==> config.mk <==
export PLATFORM = sky130hd
export DESIGN_NAME = bus_xfer_seq_flat
export DESIGN_NICKNAME = d
export VERILOG_FILES = /design/src/rtl/bus_xfer_seq_if.sv /design/src/rtl/bus_xfer_seq.sv /design/src/flat_wrapper.sv
export SDC_FILE = /design/constraint.sdc
export NUM_CORES = 1
export LEC_CHECK = 0
export CORE_ASPECT_RATIO = 1.1
export CORE_MARGIN = 2
export CORE_UTILIZATION = 50
export CTS_BUF_LIST = sky130_fd_sc_hd__clkbuf_8 sky130_fd_sc_hd__clkbuf_16
export DETAILED_ROUTE_END_ITERATION = 6
export PLACE_DENSITY = 0.82
export SYNTH_ARGS = -nofsm -noshare
export SYNTH_HDL_FRONTEND = slang
export SYNTH_SLANG_ARGS = --single-unit
==> constraint.sdc <==
create_clock -name clk -period 2.1 [get_ports clk]
set_clock_uncertainty 0.05 [all_clocks]
set_input_delay 0.42 -clock clk [delete_from_list [all_inputs] [get_ports clk]]
set_output_delay 0.42 -clock clk [all_outputs]
set_load 0.05 [all_outputs]
==> src/rtl/bus_xfer_seq_if.sv <==
// Command, memory handshake and transfer-gate signals between decode,
// memory and the bus transfer sequencer.
interface bus_xfer_seq_if;
    logic       start;
    logic [1:0] op;
    logic [3:0] src_sel;
    logic [2:0] dst_sel;
    logic       mem_ready;

    logic [7:0] ra_gate;
    logic       mda_gate;
    logic       b0_gate;
    logic       als_gate;
    logic       shs_gate;
    logic       mdm_gate;
    logic [7:0] reg_we;
    logic       mar_load;
    logic       mdr_load;
    logic       mem_rd;
    logic       mem_wr;
    logic       busy;
    logic       done;
    logic       err;

    // Decode/memory side: issues commands and completion strobes.
    modport master (
        output start, op, src_sel, dst_sel, mem_ready,
        input  ra_gate, mda_gate, b0_gate, als_gate, shs_gate, mdm_gate,
               reg_we, mar_load, mdr_load, mem_rd, mem_wr, busy, done, err
    );

    // Sequencer side: drives gate enables and memory requests.
    modport slave (
        input  start, op, src_sel, dst_sel, mem_ready,
        output ra_gate, mda_gate, b0_gate, als_gate, shs_gate, mdm_gate,
               reg_we, mar_load, mdr_load, mem_rd, mem_wr, busy, done, err
    );
endinterface

==> src/rtl/bus_xfer_seq.sv <==
// Micro-step sequencer for the 16-bit register-transfer datapath: one command
// at a time, one A-bus and one S-bus source per cycle, bounded memory wait.
module bus_xfer_seq #(
    parameter int unsigned TIMEOUT = 15
) (
    input  logic            clk,
    input  logic            rst_n,
    bus_xfer_seq_if.slave   bus
);

    localparam int unsigned CNT_W = 8;
    localparam int unsigned RA_N  = 8;

    typedef enum logic [1:0] {
        OP_ALU   = 2'b00,
        OP_SHIFT = 2'b01,
        OP_LOAD  = 2'b10,
        OP_STORE = 2'b11
    } op_t;

    typedef enum logic [2:0] {
        IDLE  = 3'd0,
        GATE  = 3'd1,
        DGATE = 3'd2,
        MWAIT = 3'd3,
        WB    = 3'd4,
        DONE  = 3'd5
    } state_t;

    typedef struct packed {
        op_t        op;
        logic [3:0] src;
        logic [2:0] dst;
    } cmd_t;

    typedef struct packed {
        logic [RA_N-1:0] ra_gate;
        logic            mda_gate;
        logic            b0_gate;
        logic            als_gate;
        logic            shs_gate;
        logic            mdm_gate;
        logic [RA_N-1:0] reg_we;
        logic            mar_load;
        logic            mdr_load;
        logic            mem_rd;
        logic            mem_wr;
        logic            busy;
        logic            done;
        logic            err;
    } out_t;

    state_t             state_q, state_d;
    cmd_t               cmd_q, cmd_d;
    logic [CNT_W-1:0]   cnt_q, cnt_d;
    logic               err_q, err_d;
    out_t               out_q, out_d;

    // Source 8 is MDA and only feeds ALU/SHIFT; 9..15 never exist.
    function automatic logic src_illegal(input op_t op, input logic [3:0] src);
        logic mem_op;
        mem_op = (op == OP_LOAD) || (op == OP_STORE);
        return src[3] && ((src[2:0] != 3'd0) || mem_op);
    endfunction

    // Moore decode of the gate pattern for a given state and latched command.
    function automatic out_t decode(input state_t s, input cmd_t c, input logic e);
        out_t o;
        o = '0;
        case (s)
            GATE: begin
                if (c.src[3]) begin
                    o.mda_gate = 1'b1;
                end else begin
                    o.ra_gate = RA_N'(1) << c.src[2:0];
                end
                o.b0_gate  = 1'b1;
                o.mar_load = (c.op == OP_LOAD) || (c.op == OP_STORE);
            end
            DGATE: begin
                o.ra_gate  = RA_N'(1) << c.dst;
                o.mdr_load = 1'b1;
            end
            MWAIT: begin
                o.mem_rd = (c.op == OP_LOAD);
                o.mem_wr = (c.op == OP_STORE);
            end
            WB: begin
                o.reg_we   = RA_N'(1) << c.dst;
                o.als_gate = (c.op == OP_ALU);
                o.shs_gate = (c.op == OP_SHIFT);
                o.mdm_gate = (c.op == OP_LOAD);
            end
            DONE: begin
                o.done = 1'b1;
                o.err  = e;
            end
            default: ;
        endcase
        o.busy = (s != IDLE);
        return o;
    endfunction

    // State, command, wait counter and registered outputs.
    always_ff @(posedge clk or negedge rst_n) begin
        if (!rst_n) begin
            state_q <= IDLE;
            cmd_q   <= '0;
            cnt_q   <= '0;
            err_q   <= 1'b0;
            out_q   <= '0;
        end else begin
            state_q <= state_d;
            cmd_q   <= cmd_d;
            cnt_q   <= cnt_d;
            err_q   <= err_d;
            out_q   <= out_d;
        end
    end

    // Next-state logic; outputs are decoded from the next state so they
    // appear registered in the same cycle the state does.
    always_comb begin
        state_d = state_q;
        cmd_d   = cmd_q;
        cnt_d   = '0;
        err_d   = err_q;

        case (state_q)
            IDLE: begin
                if (bus.start) begin
                    cmd_d.op  = op_t'(bus.op);
                    cmd_d.src = bus.src_sel;
                    cmd_d.dst = bus.dst_sel;
                    if (src_illegal(op_t'(bus.op), bus.src_sel)) begin
                        state_d = DONE;
                        err_d   = 1'b1;
                    end else begin
                        state_d = GATE;
                        err_d   = 1'b0;
                    end
                end
            end
            GATE: begin
                case (cmd_q.op)
                    OP_LOAD:  state_d = MWAIT;
                    OP_STORE: state_d = DGATE;
                    default:  state_d = WB;
                endcase
            end
            DGATE: state_d = MWAIT;
            MWAIT: begin
                if (bus.mem_ready) begin
                    state_d = (cmd_q.op == OP_LOAD) ? WB : DONE;
                end else if (cnt_q == CNT_W'(TIMEOUT)) begin
                    state_d = DONE;
                    err_d   = 1'b1;
                end else begin
                    cnt_d = cnt_q + CNT_W'(1);
                end
            end
            WB:      state_d = DONE;
            DONE:    state_d = IDLE;
            default: state_d = IDLE;
        endcase

        out_d = decode(state_d, cmd_d, err_d);
    end

    assign bus.ra_gate  = out_q.ra_gate;
    assign bus.mda_gate = out_q.mda_gate;
    assign bus.b0_gate  = out_q.b0_gate;
    assign bus.als_gate = out_q.als_gate;
    assign bus.shs_gate = out_q.shs_gate;
    assign bus.mdm_gate = out_q.mdm_gate;
    assign bus.reg_we   = out_q.reg_we;
    assign bus.mar_load = out_q.mar_load;
    assign bus.mdr_load = out_q.mdr_load;
    assign bus.mem_rd   = out_q.mem_rd;
    assign bus.mem_wr   = out_q.mem_wr;
    assign bus.busy     = out_q.busy;
    assign bus.done     = out_q.done;
    assign bus.err      = out_q.err;

endmodule

==> src/flat_wrapper.sv <==
// flat-port wrapper written by rule: the top's interface ports become plain ports
module bus_xfer_seq_flat 
#(
    parameter int unsigned TIMEOUT = 15
)
  (clk, rst_n, bus_start, bus_op, bus_src_sel, bus_dst_sel, bus_mem_ready, bus_ra_gate, bus_mda_gate, bus_b0_gate, bus_als_gate, bus_shs_gate, bus_mdm_gate, bus_reg_we, bus_mar_load, bus_mdr_load, bus_mem_rd, bus_mem_wr, bus_busy, bus_done, bus_err);
  bus_xfer_seq_if bus_i ();
  input  logic clk;
  input  logic rst_n;
  input wire logic [$bits(bus_i.start)-1:0] bus_start;
  input wire logic [$bits(bus_i.op)-1:0] bus_op;
  input wire logic [$bits(bus_i.src_sel)-1:0] bus_src_sel;
  input wire logic [$bits(bus_i.dst_sel)-1:0] bus_dst_sel;
  input wire logic [$bits(bus_i.mem_ready)-1:0] bus_mem_ready;
  output wire logic [$bits(bus_i.ra_gate)-1:0] bus_ra_gate;
  output wire logic [$bits(bus_i.mda_gate)-1:0] bus_mda_gate;
  output wire logic [$bits(bus_i.b0_gate)-1:0] bus_b0_gate;
  output wire logic [$bits(bus_i.als_gate)-1:0] bus_als_gate;
  output wire logic [$bits(bus_i.shs_gate)-1:0] bus_shs_gate;
  output wire logic [$bits(bus_i.mdm_gate)-1:0] bus_mdm_gate;
  output wire logic [$bits(bus_i.reg_we)-1:0] bus_reg_we;
  output wire logic [$bits(bus_i.mar_load)-1:0] bus_mar_load;
  output wire logic [$bits(bus_i.mdr_load)-1:0] bus_mdr_load;
  output wire logic [$bits(bus_i.mem_rd)-1:0] bus_mem_rd;
  output wire logic [$bits(bus_i.mem_wr)-1:0] bus_mem_wr;
  output wire logic [$bits(bus_i.busy)-1:0] bus_busy;
  output wire logic [$bits(bus_i.done)-1:0] bus_done;
  output wire logic [$bits(bus_i.err)-1:0] bus_err;
  assign bus_i.start = bus_start;
  assign bus_i.op = bus_op;
  assign bus_i.src_sel = bus_src_sel;
  assign bus_i.dst_sel = bus_dst_sel;
  assign bus_i.mem_ready = bus_mem_ready;
  assign bus_ra_gate = bus_i.ra_gate;
  assign bus_mda_gate = bus_i.mda_gate;
  assign bus_b0_gate = bus_i.b0_gate;
  assign bus_als_gate = bus_i.als_gate;
  assign bus_shs_gate = bus_i.shs_gate;
  assign bus_mdm_gate = bus_i.mdm_gate;
  assign bus_reg_we = bus_i.reg_we;
  assign bus_mar_load = bus_i.mar_load;
  assign bus_mdr_load = bus_i.mdr_load;
  assign bus_mem_rd = bus_i.mem_rd;
  assign bus_mem_wr = bus_i.mem_wr;
  assign bus_busy = bus_i.busy;
  assign bus_done = bus_i.done;
  assign bus_err = bus_i.err;
  bus_xfer_seq #(.TIMEOUT(TIMEOUT)) u_core (.clk(clk), .rst_n(rst_n), .bus(bus_i));
endmodule
# After elaboration in Yosys (flattened, before gate mapping)
# Index checks and enable logic that the tools add are counted.
[totals]
register_bits = 49
inputBits = 13
output_inout_bits = 28
wordCells = 74
[op_classes]
add_sub_neg = 1
n_eq_ne = 17
n_shift = 2
muxes = 26
n_reduce_logical = 8
[op_table]
columns = ["cell", "n"]
rows = [
  ["8-bit two-way mux", 4],
  ["9-bit two-way mux", 2],
  ["8-bit case mux with 2 select lines", 1],
  ["1-bit by 3-bit left shift with 8-bit output, first input constant", 2],
  ["3-bit case mux with 5 select lines", 1],
  ["2-bit == test, second input constant", 6],
  ["3-bit by 2-bit == test with 1-bit output, second input constant", 4],
  ["3-bit two-way mux", 4],
  ["11-bit two-way mux", 1],
  ["3-bit == test, second input constant", 3],
  ["8-bit by 1-bit adder with 8-bit output, second input constant", 1],
  ["8-bit by 4-bit == test with 1-bit output, second input constant", 1],
  ["1-bit two-way mux", 8],
  ["3-bit by 1-bit == test with 1-bit output, second input constant", 2],
  ["2-bit two-way mux", 3],
  ["3-bit case mux with 2 select lines", 1],
  ["3-bit nonzero test", 2],
  ["3-bit logical NOT", 1],
  ["1-bit logical OR", 3],
  ["2-bit by 1-bit == test with 1-bit output, second input constant", 1],
  ["2-bit logical NOT", 1],
  ["1-bit case mux with 2 select lines", 1],
  ["1-bit logical AND", 1],
]

# Logic depth before layout (Yosys ltp)
[depth]
ltp_word = 9
depth_mapped = 7
depth_no_buf = 5

# Worst setup path before layout
# OpenSTA, ideal clock, no wires.
[synth_path]
kind = "reg-to-reg"
from = "register u_core.state_q[1]"
to = "register u_core.out_q (netlist bit u_core.bus.reg_we[4])"
setup_time_ns = 0.101
t_arrival_ns = 1.652
required_time_ns = 1.949
slack_ns = 0.298
path_stages_with_launch = 7
path_buffers = 2
period_less_slack_ns = 1.802
cell_sequence = "dfrtp_1 buf_6 nor4b_4 buf_6 mux2i_2 nand3_1 nor4_1"
[synth_lines]
columns = ["element", "line", "text"]
rows = [
  ["start, declared", "bus_xfer_seq.sv:53", "state_t state_q, state_d;"],
  ["start signal, assigned", "bus_xfer_seq.sv:113", "state_q <= state_d;"],
  ["end signal, assigned", "bus_xfer_seq.sv:117", "out_q <= out_d;"],
  ["end, declared", "bus_xfer_seq.sv:57", "out_t out_q, out_d;"],
]

==> results_dict.tcl <==
set metrics [dict create \
    cts_tree "done" \
    rows 23 \
    area_growth_syn_to_layout_pct 38.9 \
    p_leak_nw 1.17 \
    crit_type "input pin to flip-flop" \
    clkTransAtPathRegs_ns 0.08 \
    numCtsBuffers 5 \
    pwr_density_cell_nw_per_um2 1300 \
    overflow 0 \
    dp_slack_ns -0.272 \
    synth_cell_types 39 \
    worstPathMaxFanout 5 \
    status "finished clean" \
    hold_violations 0 \
    regToRegSetupSlack_ns 0.13 \
    final_common_cell "dfrtp_1" \
    fin_nets 241 \
    worstRegToRegCells 5 \
    clk_latency_ns 0.30 \
    die_y_um 69.0 \
    drc 0 \
    drtIter0Drc 54 \
    synthCells 165 \
    period_share 0.976 \
    grt_pass1_vias 1669 \
    portBuffers 40 \
    track_usage 0.247 \
    startpoint_type "input pin" \
    finalMaxSlewViolations 0 \
    grt_pass1_wl_mm 8.15 \
    timing.fmax_ghz 0.488 \
    die-width_um 63.1 \
    synth_top_area_share 0.586 \
    gp_congestion 0.897 \
    initial_core_util 0.526 \
    io_pins 41 \
    final-setup-viol-count 0 \
    drt-pass1-iter-count 4 \
    antenna_found_initial 0 \
    reg2reg_to "u_core.bus.reg_we[4]$_DFF_PN0_" \
    synth_area_um2 1920 \
    clockRootBuffer "clkbuf_8" \
    critPathRequiredTime_ns 2.26 \
    postRouteAntennaNets 0 \
    fillerInstances 260 \
    dominantRegCellSynth "dfrtp_1" \
    clock-sinks 45 \
    final_cell_mix "dfrtp_1 (45), clkdlybuf4s50_1 (39), buf_4 (26)" \
    tightest_slew_ns 0.986 \
    avgSynthCellArea_um2 11.6 \
    diodes 0 \
    wl_per_cell_um 18.2 \
    instances_no_fill 278 \
    ir_drop_uv 743 \
    synth_edf_count 0 \
    grt_max_degree 46 \
    hpwl_mm 3.67 \
    finalSetupTns_ns 0 \
    drive_gt1_frac 0.228 \
    crit_arrival_ns 2.20 \
    end_kind "flip-flop" \
    h-tree-depth 2 \
    layout_min_cycle_time_ns 2.05 \
    relSlewSlack 0.340 \
    reg2reg_from "u_core.cnt_q[4]$_DFF_PN0_" \
    core_area_um2 3650 \
    dp_cells 269 \
    synth-seq-area-share 0.586 \
    maxCapViolCount 0 \
    yosys_warnings 0 \
    vias_per_cell 5.66 \
    syn_nets 179 \
    drt_wl_total_mm 5.05 \
    worst_slack_ns 0.0514 \
    ys_ff_latch 45 \
    yosys-top-cells-area "dfrtp_1 (59%), nor4_1 (3.6%), o31ai_1 (3.1%), nand3_1 (2.6%), nor2_1 (2.5%)" \
    hold_path.class "input pin to asynchronous set/reset pin" \
    yosysTopAreaCell "dfrtp_1" \
    die-area_um2 4360 \
    via_count 1573 \
    synth-async-reset-ratio 1.00 \
    clock_path_buffers 2 \
]
## final cells by class
type,instances,area (um^2),area share
repair buffers,67,611,0.229
multi-input cells,100,753,0.282
flip-flops and latches,45,1130,0.422
clock buffers,5,68.8,0.0258
inverters,8,35.0,0.0131
well taps,50,62.6,0.0234
clock inverters,3,13.8,0.00515
## metal layers
metal / GRT usage / up-vias / share of wire
met1: 0.274 / 788 / 0.37
met3: 0.0538 / 13 / 0.043
met5: 0 / - / 0
met2: 0.448 / 57 / 0.56
met4: 0.111 / 0 / 0.029
li1: - / 715 / -
## flip-flops by register name (all words and copies together) (netlist names)
| register | cells |
|---|---|
| u_core.bus.mdr_load | 1 |
| u_core.bus.mem_wr | 1 |
| u_core.bus.mda_gate | 1 |
| u_core.bus.mar_load | 1 |
| u_core.bus.als_gate | 1 |
| u_core.cnt_q | 8 |
| u_core.cmd_q | 5 |
| u_core.state_q | 3 |
| u_core.bus.done | 1 |
| u_core.bus.shs_gate | 1 |
| u_core.bus.err | 1 |
| u_core.bus.busy | 1 |
| u_core.bus.mem_rd | 1 |
| u_core.bus.b0_gate | 1 |
| u_core.bus.reg_we | 8 |
| u_core.bus.mdm_gate | 1 |
| u_core.err_q | 1 |
| u_core.bus.ra_gate | 8 |
## synth_stat cells, drive strengths merged (5+ instances only)
master and instances:
nand4 5, inv 7, nor2 13, clkbuf 5
nor4 11, nand3 10, buf 7, dfrtp 45
o31ai 8, mux2i 5
## logic make-up after synthesis
family | Yosys count | synth area share
fa+ha+maj | 1 | 0.00651
buf+inv | 20 | 0.0521
mux | 7 | 0.0397
xor+xnor | 6 | 0.0273
compound gates | 19 | 0.0742
flops | 45 | 0.586
simple gates | 67 | 0.214
## repair_timing
action	4_1_cts	5_1_grt
buffers inserted	0	1
hold endpoints to repair	0	0
resized for setup	2	9
endpoints found under the setup margin	2	14
hold buffers	0	0
## metrics by stage
step / util / hold WS, ns / total power [mW] / area (um^2)
3_3_place_gp: 0.689 / 0.387 / 2.75 / 2520
2_1_floorplan: - / 0.0744 / 2.19 / 1920
6_report: 0.731 / 0.136 / 3.47 / 2670
4_1_cts: 0.715 / 0.155 / 3.35 / 2610
5_1_grt: 0.731 / 0.209 / 3.62 / 2670
3_5_place_dp: 0.689 / 0.433 / 2.84 / 2520
## how the worst max path moves through the flow
stage                                      from                         endpoint  cells past startpoint
finish                                bus_start   u_core.bus.reg_we[5]$_DFF_PN0_                      7
global route                          bus_start   u_core.bus.reg_we[5]$_DFF_PN0_                      7
CTS                                   bus_start  u_core.bus.ra_gate[4]$_DFF_PN0_                      6
detailed placement                    bus_start  u_core.bus.ra_gate[4]$_DFF_PN0_                      6
global placement                      bus_start   u_core.bus.reg_we[4]$_DFF_PN0_                      6
floorplan           u_core.state_q[1]$_DFF_PN0_   u_core.bus.reg_we[4]$_DFF_PN0_                      6
## worst max-delay path: stages
cell,delay (ns)
clkdlybuf4s50_1,0.48
nor4b_4,0.23
buf_4,0.21
mux2i_1,0.24
buf_4,0.18
nand3_1,0.17
nor4_2,0.27
## report_power, final
group	total, mW	internal, mW	leakage [nW]	switching (mW)
clock network	0.507	0.226	0.0491	0.281
registers	1.14	1.05	0.603	0.0965
logic	1.82	0.677	0.522	1.15
total	3.47	1.95	1.17	1.52
Note: power is estimated with default switching activity, not from simulation.
